[src/rtl/vjtag_pkg.sv]
// Shared types and constants for the virtual-JTAG data-register engine.
package vjtag_pkg;

  typedef enum logic [1:0] {
    S_IDLE  = 2'd0,
    S_CAP   = 2'd1,
    S_SHIFT = 2'd2
  } scan_state_e;

  localparam int ST_VLD   = 0;
  localparam int ST_OVR   = 1;
  localparam int ST_SHORT = 2;

  function automatic int unsigned bypass_code(input int unsigned ir_w);
    return (32'd1 << ir_w) - 32'd1;
  endfunction

endpackage

[src/rtl/vjtag_shift_reg.sv]
// DR_W-bit LSB-first scan shift register with a bit counter that saturates at DR_W.
module vjtag_shift_reg #(
  parameter int DR_W  = 32,
  parameter int CNT_W = $clog2(DR_W + 1)
) (
  input  logic              clk,
  input  logic              rst,
  input  logic              load,
  input  logic              shift,
  input  logic [DR_W-1:0]   load_data,
  input  logic              tdi,
  output logic [DR_W-1:0]   shreg,
  output logic [CNT_W-1:0]  bitcnt
);

  logic [DR_W-1:0]  shreg_r;
  logic [CNT_W-1:0] bitcnt_r;

  // Capture load, LSB-first shift and saturating shifted-bit count.
  always_ff @(posedge clk or posedge rst) begin
    if (rst) begin
      shreg_r  <= '0;
      bitcnt_r <= '0;
    end else if (load) begin
      shreg_r  <= load_data;
      bitcnt_r <= '0;
    end else if (shift) begin
      shreg_r <= {tdi, shreg_r[DR_W-1:1]};
      if (bitcnt_r != CNT_W'(DR_W)) begin
        bitcnt_r <= bitcnt_r + CNT_W'(1);
      end
    end
  end

  assign shreg  = shreg_r;
  assign bitcnt = bitcnt_r;

endmodule

[src/rtl/vjtag_dr_engine.sv]
// User-side data-register engine behind the virtual JTAG hub: IR decode,
// capture/shift/update of N_CH channels plus bypass, and a valid/ack update port.
module vjtag_dr_engine
  import vjtag_pkg::*;
#(
  parameter int IR_W = 4,
  parameter int N_CH = 4,
  parameter int DR_W = 32
) (
  input  logic                 clk_i,
  input  logic                 rst_i,
  input  logic                 tdi_i,
  output logic                 tdo_o,
  input  logic [IR_W-1:0]      ir_in_i,
  output logic [IR_W-1:0]      ir_out_o,
  input  logic                 vs_cdr_i,
  input  logic                 vs_sdr_i,
  input  logic                 vs_udr_i,
  input  logic                 vs_cir_i,
  input  logic                 vs_uir_i,
  input  logic [N_CH*DR_W-1:0] cap_data_i,
  output logic [DR_W-1:0]      upd_data_o,
  output logic [IR_W-1:0]      upd_ch_o,
  output logic                 upd_vld_o,
  input  logic                 upd_ack_i
);

  localparam int CNT_W = $clog2(DR_W + 1);

  scan_state_e      state_r;
  logic [IR_W-1:0]  ir_q_r;
  logic [IR_W-1:0]  ir_out_r;
  logic [DR_W-1:0]  upd_data_r;
  logic [IR_W-1:0]  upd_ch_r;
  logic             upd_vld_r;
  logic             tdo_r;
  logic             short_err_r;
  logic             overrun_r;

  logic             cdr_s, sdr_s, udr_s, cir_s, uir_s;
  logic             active_s, in_scan_s, full_s;
  logic             shift_s, accept_s, short_set_s, ovr_set_s;
  logic [DR_W-1:0]  cap_sel_s;
  logic [DR_W-1:0]  shreg_s;
  logic [CNT_W-1:0] bitcnt_s;
  logic [2:0]       flags_s;
  logic [IR_W-1:0]  status_s;

  // Strobe priority, channel select and update-check decisions.
  always_comb begin
    cdr_s = vs_cdr_i;
    sdr_s = vs_sdr_i & ~vs_cdr_i;
    udr_s = vs_udr_i & ~vs_cdr_i & ~vs_sdr_i;
    cir_s = vs_cir_i & ~vs_cdr_i & ~vs_sdr_i & ~vs_udr_i;
    uir_s = vs_uir_i & ~vs_cdr_i & ~vs_sdr_i & ~vs_udr_i & ~vs_cir_i;

    active_s  = (ir_q_r < IR_W'(N_CH));
    in_scan_s = (state_r != S_IDLE);
    full_s    = (bitcnt_s == CNT_W'(DR_W));

    cap_sel_s = '0;
    for (int k = 0; k < N_CH; k++) begin
      cap_sel_s = (ir_q_r == IR_W'(k)) ? cap_data_i[k*DR_W +: DR_W] : cap_sel_s;
    end

    shift_s     = sdr_s & in_scan_s & active_s;
    short_set_s = udr_s & (~in_scan_s | (active_s & ~full_s));
    accept_s    = udr_s & in_scan_s & active_s & full_s & (~upd_vld_r | upd_ack_i);
    ovr_set_s   = udr_s & in_scan_s & active_s & full_s & upd_vld_r & ~upd_ack_i;

    flags_s           = 3'b000;
    flags_s[ST_VLD]   = upd_vld_r;
    flags_s[ST_OVR]   = overrun_r;
    flags_s[ST_SHORT] = short_err_r;
    // Narrow IR widths silently drop the upper flag bits.
    status_s = IR_W'(flags_s);
  end

  vjtag_shift_reg #(
    .DR_W  (DR_W),
    .CNT_W (CNT_W)
  ) u_shift (
    .clk       (clk_i),
    .rst       (rst_i),
    .load      (cdr_s),
    .shift     (shift_s),
    .load_data (cap_sel_s),
    .tdi       (tdi_i),
    .shreg     (shreg_s),
    .bitcnt    (bitcnt_s)
  );

  // Scan FSM, registered tdo, IR latch, update handshake and sticky status.
  always_ff @(posedge clk_i or posedge rst_i) begin
    if (rst_i) begin
      state_r     <= S_IDLE;
      ir_q_r      <= IR_W'(bypass_code(IR_W));
      ir_out_r    <= '0;
      upd_data_r  <= '0;
      upd_ch_r    <= '0;
      upd_vld_r   <= 1'b0;
      tdo_r       <= 1'b0;
      short_err_r <= 1'b0;
      overrun_r   <= 1'b0;
    end else begin
      if (cdr_s) begin
        state_r <= S_CAP;
        tdo_r   <= cap_sel_s[0];
      end else begin
        case (state_r)
          S_CAP, S_SHIFT: begin
            if (sdr_s) begin
              state_r <= S_SHIFT;
              // Bypass is a one-bit register, so tdo simply follows tdi one clock late.
              tdo_r   <= active_s ? shreg_s[1] : tdi_i;
            end else if (udr_s) begin
              state_r <= S_IDLE;
            end
          end
          default: state_r <= S_IDLE;
        endcase
      end

      if (accept_s) begin
        upd_data_r <= shreg_s;
        upd_ch_r   <= ir_q_r;
        upd_vld_r  <= 1'b1;
      end else if (upd_ack_i) begin
        upd_vld_r <= 1'b0;
      end

      short_err_r <= short_set_s | (short_err_r & ~cir_s);
      overrun_r   <= ovr_set_s | (overrun_r & ~cir_s);

      if (cir_s) begin
        ir_out_r <= status_s;
      end
      if (uir_s) begin
        ir_q_r <= ir_in_i;
      end
    end
  end

  assign tdo_o      = tdo_r;
  assign ir_out_o   = ir_out_r;
  assign upd_data_o = upd_data_r;
  assign upd_ch_o   = upd_ch_r;
  assign upd_vld_o  = upd_vld_r;

endmodule

[config.mk]
export PLATFORM = sky130hd
export DESIGN_NAME = vjtag_dr_engine
export DESIGN_NICKNAME = d
export VERILOG_FILES = /design/src/rtl/vjtag_pkg.sv /design/src/rtl/vjtag_shift_reg.sv /design/src/rtl/vjtag_dr_engine.sv
export SDC_FILE = /design/constraint.sdc
export NUM_CORES = 1
export LEC_CHECK = 0
export ABC_CLOCK_PERIOD_IN_PS = 4000
export BUFFER_PORTS_ARGS = -buffer_cell sky130_fd_sc_hd__buf_2
export CAP_MARGIN = 10
export CORE_MARGIN = 2
export CORE_UTILIZATION = 40
export CTS_BUF_LIST = sky130_fd_sc_hd__clkbuf_4 sky130_fd_sc_hd__clkbuf_8
export DETAILED_ROUTE_END_ITERATION = 10
export GPL_TIMING_DRIVEN = 0
export HOLD_SLACK_MARGIN = 0.06
export PLACE_DENSITY = 0.66
export REMOVE_ABC_BUFFERS = 1
export SYNTH_ARGS = -nofsm -noshare
export SYNTH_HDL_FRONTEND = slang
export SYNTH_SLANG_ARGS = --single-unit
[constraint.sdc]
create_clock -name clk_i -period 4 [get_ports clk_i]
set_clock_uncertainty 0.2 [all_clocks]
set_input_delay 0.6 -clock clk_i [delete_from_list [all_inputs] [get_ports clk_i]]
set_output_delay 0.6 -clock clk_i [all_outputs]
set_load 0.02 [all_outputs]
==> impl_metrics.py <==
metrics = {
    "run_status": {
        "run_status": "complete, no violations",
    },
    "timing": {
        "setup_viol_count_final": 0,
        "relSlewSlack": 0.399,
        "hold_viol": 0,
        "tightest_slew_ns": 0.901,
        "fin_hold_ws_ns": 0.0928,
        "fmax_mhz": 348,
        "rsz0062_at_grt": "false",
        "period_minus_slack_ns": 2.87,
        "fin_crit_sh": 0.718,
        "fin_ws_ns": 1.13,
        "finalMaxSlewViolations": 0,
    },
    "grt": {
        "grt_pass1_vias": 3637,
        "grt_max_degree": 48,
        "grt_overflow": 0,
        "antenna_found_initial": 0,
        "grt_first_pass_wirelength_um": 16900,
        "grt_use_total": 0.184,
    },
    "drt": {
        "drtAntennaViolNets": 0,
        "finalWirelength_um": 10700,
        "drt_iter0_drc": 160,
        "wl_per_cell_um": 16.2,
        "routed_via_density": 5.23,
        "dr_total_vias": 3477,
        "drtPass1Iterations": 4,
        "drc_errors": 0,
    },
    "placed_design": {
        "dp_hpwl_um": 7980,
        "numPortBuffers": 181,
        "gp_congestion": 0.773,
        "preCtsSetupSlack_ns": 0.784,
    },
    "cts": {
        "clock_latency_ns": 0.35,
        "cts.sinks": 87,
        "cts_setup_buffers": 0,
        "clkTransAtPathRegs_ns": 0.08,
        "cts_resized": 0,
        "cts_tree": "done",
        "hold_buffers": 0,
        "clk_path_buf_depth": 2,
        "cts_buffers": 9,
        "htreeDepth": 3,
        "root_buffer": "clkbuf_8",
    },
    "synthesis": {
        "post-synth-top-count-cell": "dfrtp_1",
        "ys_seq_elements": 87,
        "syn-cell-area_sq_mm": 0.00449,
        "avgSynthCellArea_sq_um": 13.1,
        "yosys_warnings": 0,
        "yosys.area.top_type_share": 0.463,
        "yosys.area.top_type": "dfrtp_1",
        "netlist_instances": 344,
        "yosysUniqueCellTypes": 44,
        "synth_edf_count": 0,
        "ys_async_sr_fraction": 1.00,
        "ys.flop_type": "dfrtp_1",
        "netlist_top_cells_count": "83 x dfrtp_1, 40 x mux2_2, 36 x nand2_1, 33 x mux2i_1",
        "yosysSeqAreaShare": 0.486,
        "netlist_top_cells_area": "dfrtp_1 46%, mux4_2 15%, mux2_2 10%, mux2i_1 7.4%, o21ai_0 3.3%",
    },
    "critical_path": {
        "worst-setup-path-type": "reg -> reg",
        "crit_arrival_ns": 2.90,
        "worst_setup_path_end_kind": "register",
        "cp-start-kind": "register",
        "worstPathRequired_ns": 4.03,
        "crit_fanout": 14,
    },
    "die": {
        "core_sq_mm": 0.0109,
        "pin_count": 183,
        "rows": 38,
        "die_area_sq_mm": 0.0121,
        "initial_utilization": 0.412,
        "die_x_um": 110,
        "die-height_um": 110,
    },
    "power": {
        "total_power_mw": 2.36,
        "ir_worst_vdd_uv": 198,
        "cellLeakagePower_nw": 2.86,
        "power_per_cell_area_mw_per_mm2": 406,
    },
    "layout": {
        "diodes": 0,
        "n_fill_cell": 969,
        "drive_gt1_frac": 0.549,
        "synthToLayoutAreaGrowth_pct": 29.6,
        "final_nets": 665,
    },
    "hold_path": {
        "hold_path_class": "in -> async",
    },
    "run": {
        "maxCapViolCount": 0,
    },
}
power by group:
| group | switching (mW) | internal [mW] |
|---|---|---|
| registers | 0.131 | 0.987 |
| clock network | 0.293 | 0.399 |
| logic | 0.228 | 0.325 |
| total | 0.653 | 1.71 |
critical path, stage by stage, from the launching register on:
cell and delay, ns:
dfrtp_1 0.40, inv_1 0.09, ha_1 0.16, nor4b_2 0.23, nand2_1 0.21, nor3_4 0.69, buf_8 0.24, buf_8 0.17
mux2_2 0.35
layer usage:
layer / track usage / routed length [um] / vias up
met5: 0 / 0 / -
met4: 0.0850 / 245 / 0
li1: - / - / 1613
met3: 0.0320 / 655 / 18
met1: 0.220 / 4400 / 1715
met2: 0.321 / 5440 / 131
placed cells by master (no fill, tap or decap), types with 2 or more instances in the layout:
master     count
buf_2        181
dfrtp_1       83
mux2_2        40
nand2_1       36
mux2i_1       33
mux4_2        30
o21ai_0       30
clkbuf_8      12
nor2_1         7
buf_4          6
nor2b_1        5
inv_1          5
a21oi_1        5
dfstp_2        4
xor2_1         3
ha_1           3
nor4b_2        2
nand3b_1       2
nand3_1        2
nand2b_1       2
nand4_1        2
o221ai_1       2
a211oi_1       2
o22ai_1        2
bufinv_16      2
buf_8          2
buf_16         2
worst paths after layout:
kind / from / end / slack [ns] / cells after the start
max: u_shift.bitcnt[0] / upd_data_o[15] / 1.13 / 8
min: rst_i / upd_data_o[28] / 0.09 / 2
max reg2reg: u_shift.bitcnt[0] / upd_data_o[15] / 1.13 / 8
min reg2reg: short_err_r / short_err_r / 0.28 / 2
max in group asynchronous: rst_i / ir_q_r[1] / 2.85 / 3
min in group clk_i: short_err_r / short_err_r / 0.28 / 2
sequential cells by signal (all words and copies together) (netlist names):
register	flops
ir_out_o	3
upd_vld_o	1
upd_data_o	32
u_shift.bitcnt	6
state_r	2
u_shift.shreg	32
short_err_r	1
overrun_r	1
upd_ch_o	4
tdo_o	1
ir_q_r	4
area by class of cell:
cell class | instances | area (sq um) | share of cell area
Inverter | 6 | 25.0 | 0.00430
Clock buffer | 12 | 165 | 0.0284
Multi-Input combinational cell | 225 | 2150 | 0.370
Clock inverter | 3 | 65.1 | 0.0112
Sequential cell | 87 | 2180 | 0.375
Tap cell | 140 | 175 | 0.0301
Timing Repair Buffer | 192 | 1060 | 0.181
stage by stage:
step / setup TNS, ns / cells / area, sq um / util
after floorplan: -100.86 / 318 / 4350 / -
after global placement: -207.21 / 639 / 5430 / 0.499
after detailed placement: 0 / 649 / 5570 / 0.512
after CTS: 0 / 664 / 5800 / 0.533
after global routing: 0 / 665 / 5820 / 0.535
final: 0 / 665 / 5820 / 0.535
cell families (layout without fill, tap and decap cells):
logic type                 count (synthesis)  count (layout)  share of synthesized area
and+or+nand+nor                           66              66                     0.0727
muxes                                    104             104                      0.327
xor gates and xnor gates                   4               4                    0.00780
AOI/OAI and AO/OA                         47              47                     0.0616
other                                      1               1                   0.000835
buffers and inverters                     32             213                     0.0359
DFF                                       87              87                      0.486
adders and majority gates                  3               3                    0.00836
(Power assumes the default switching activity.)
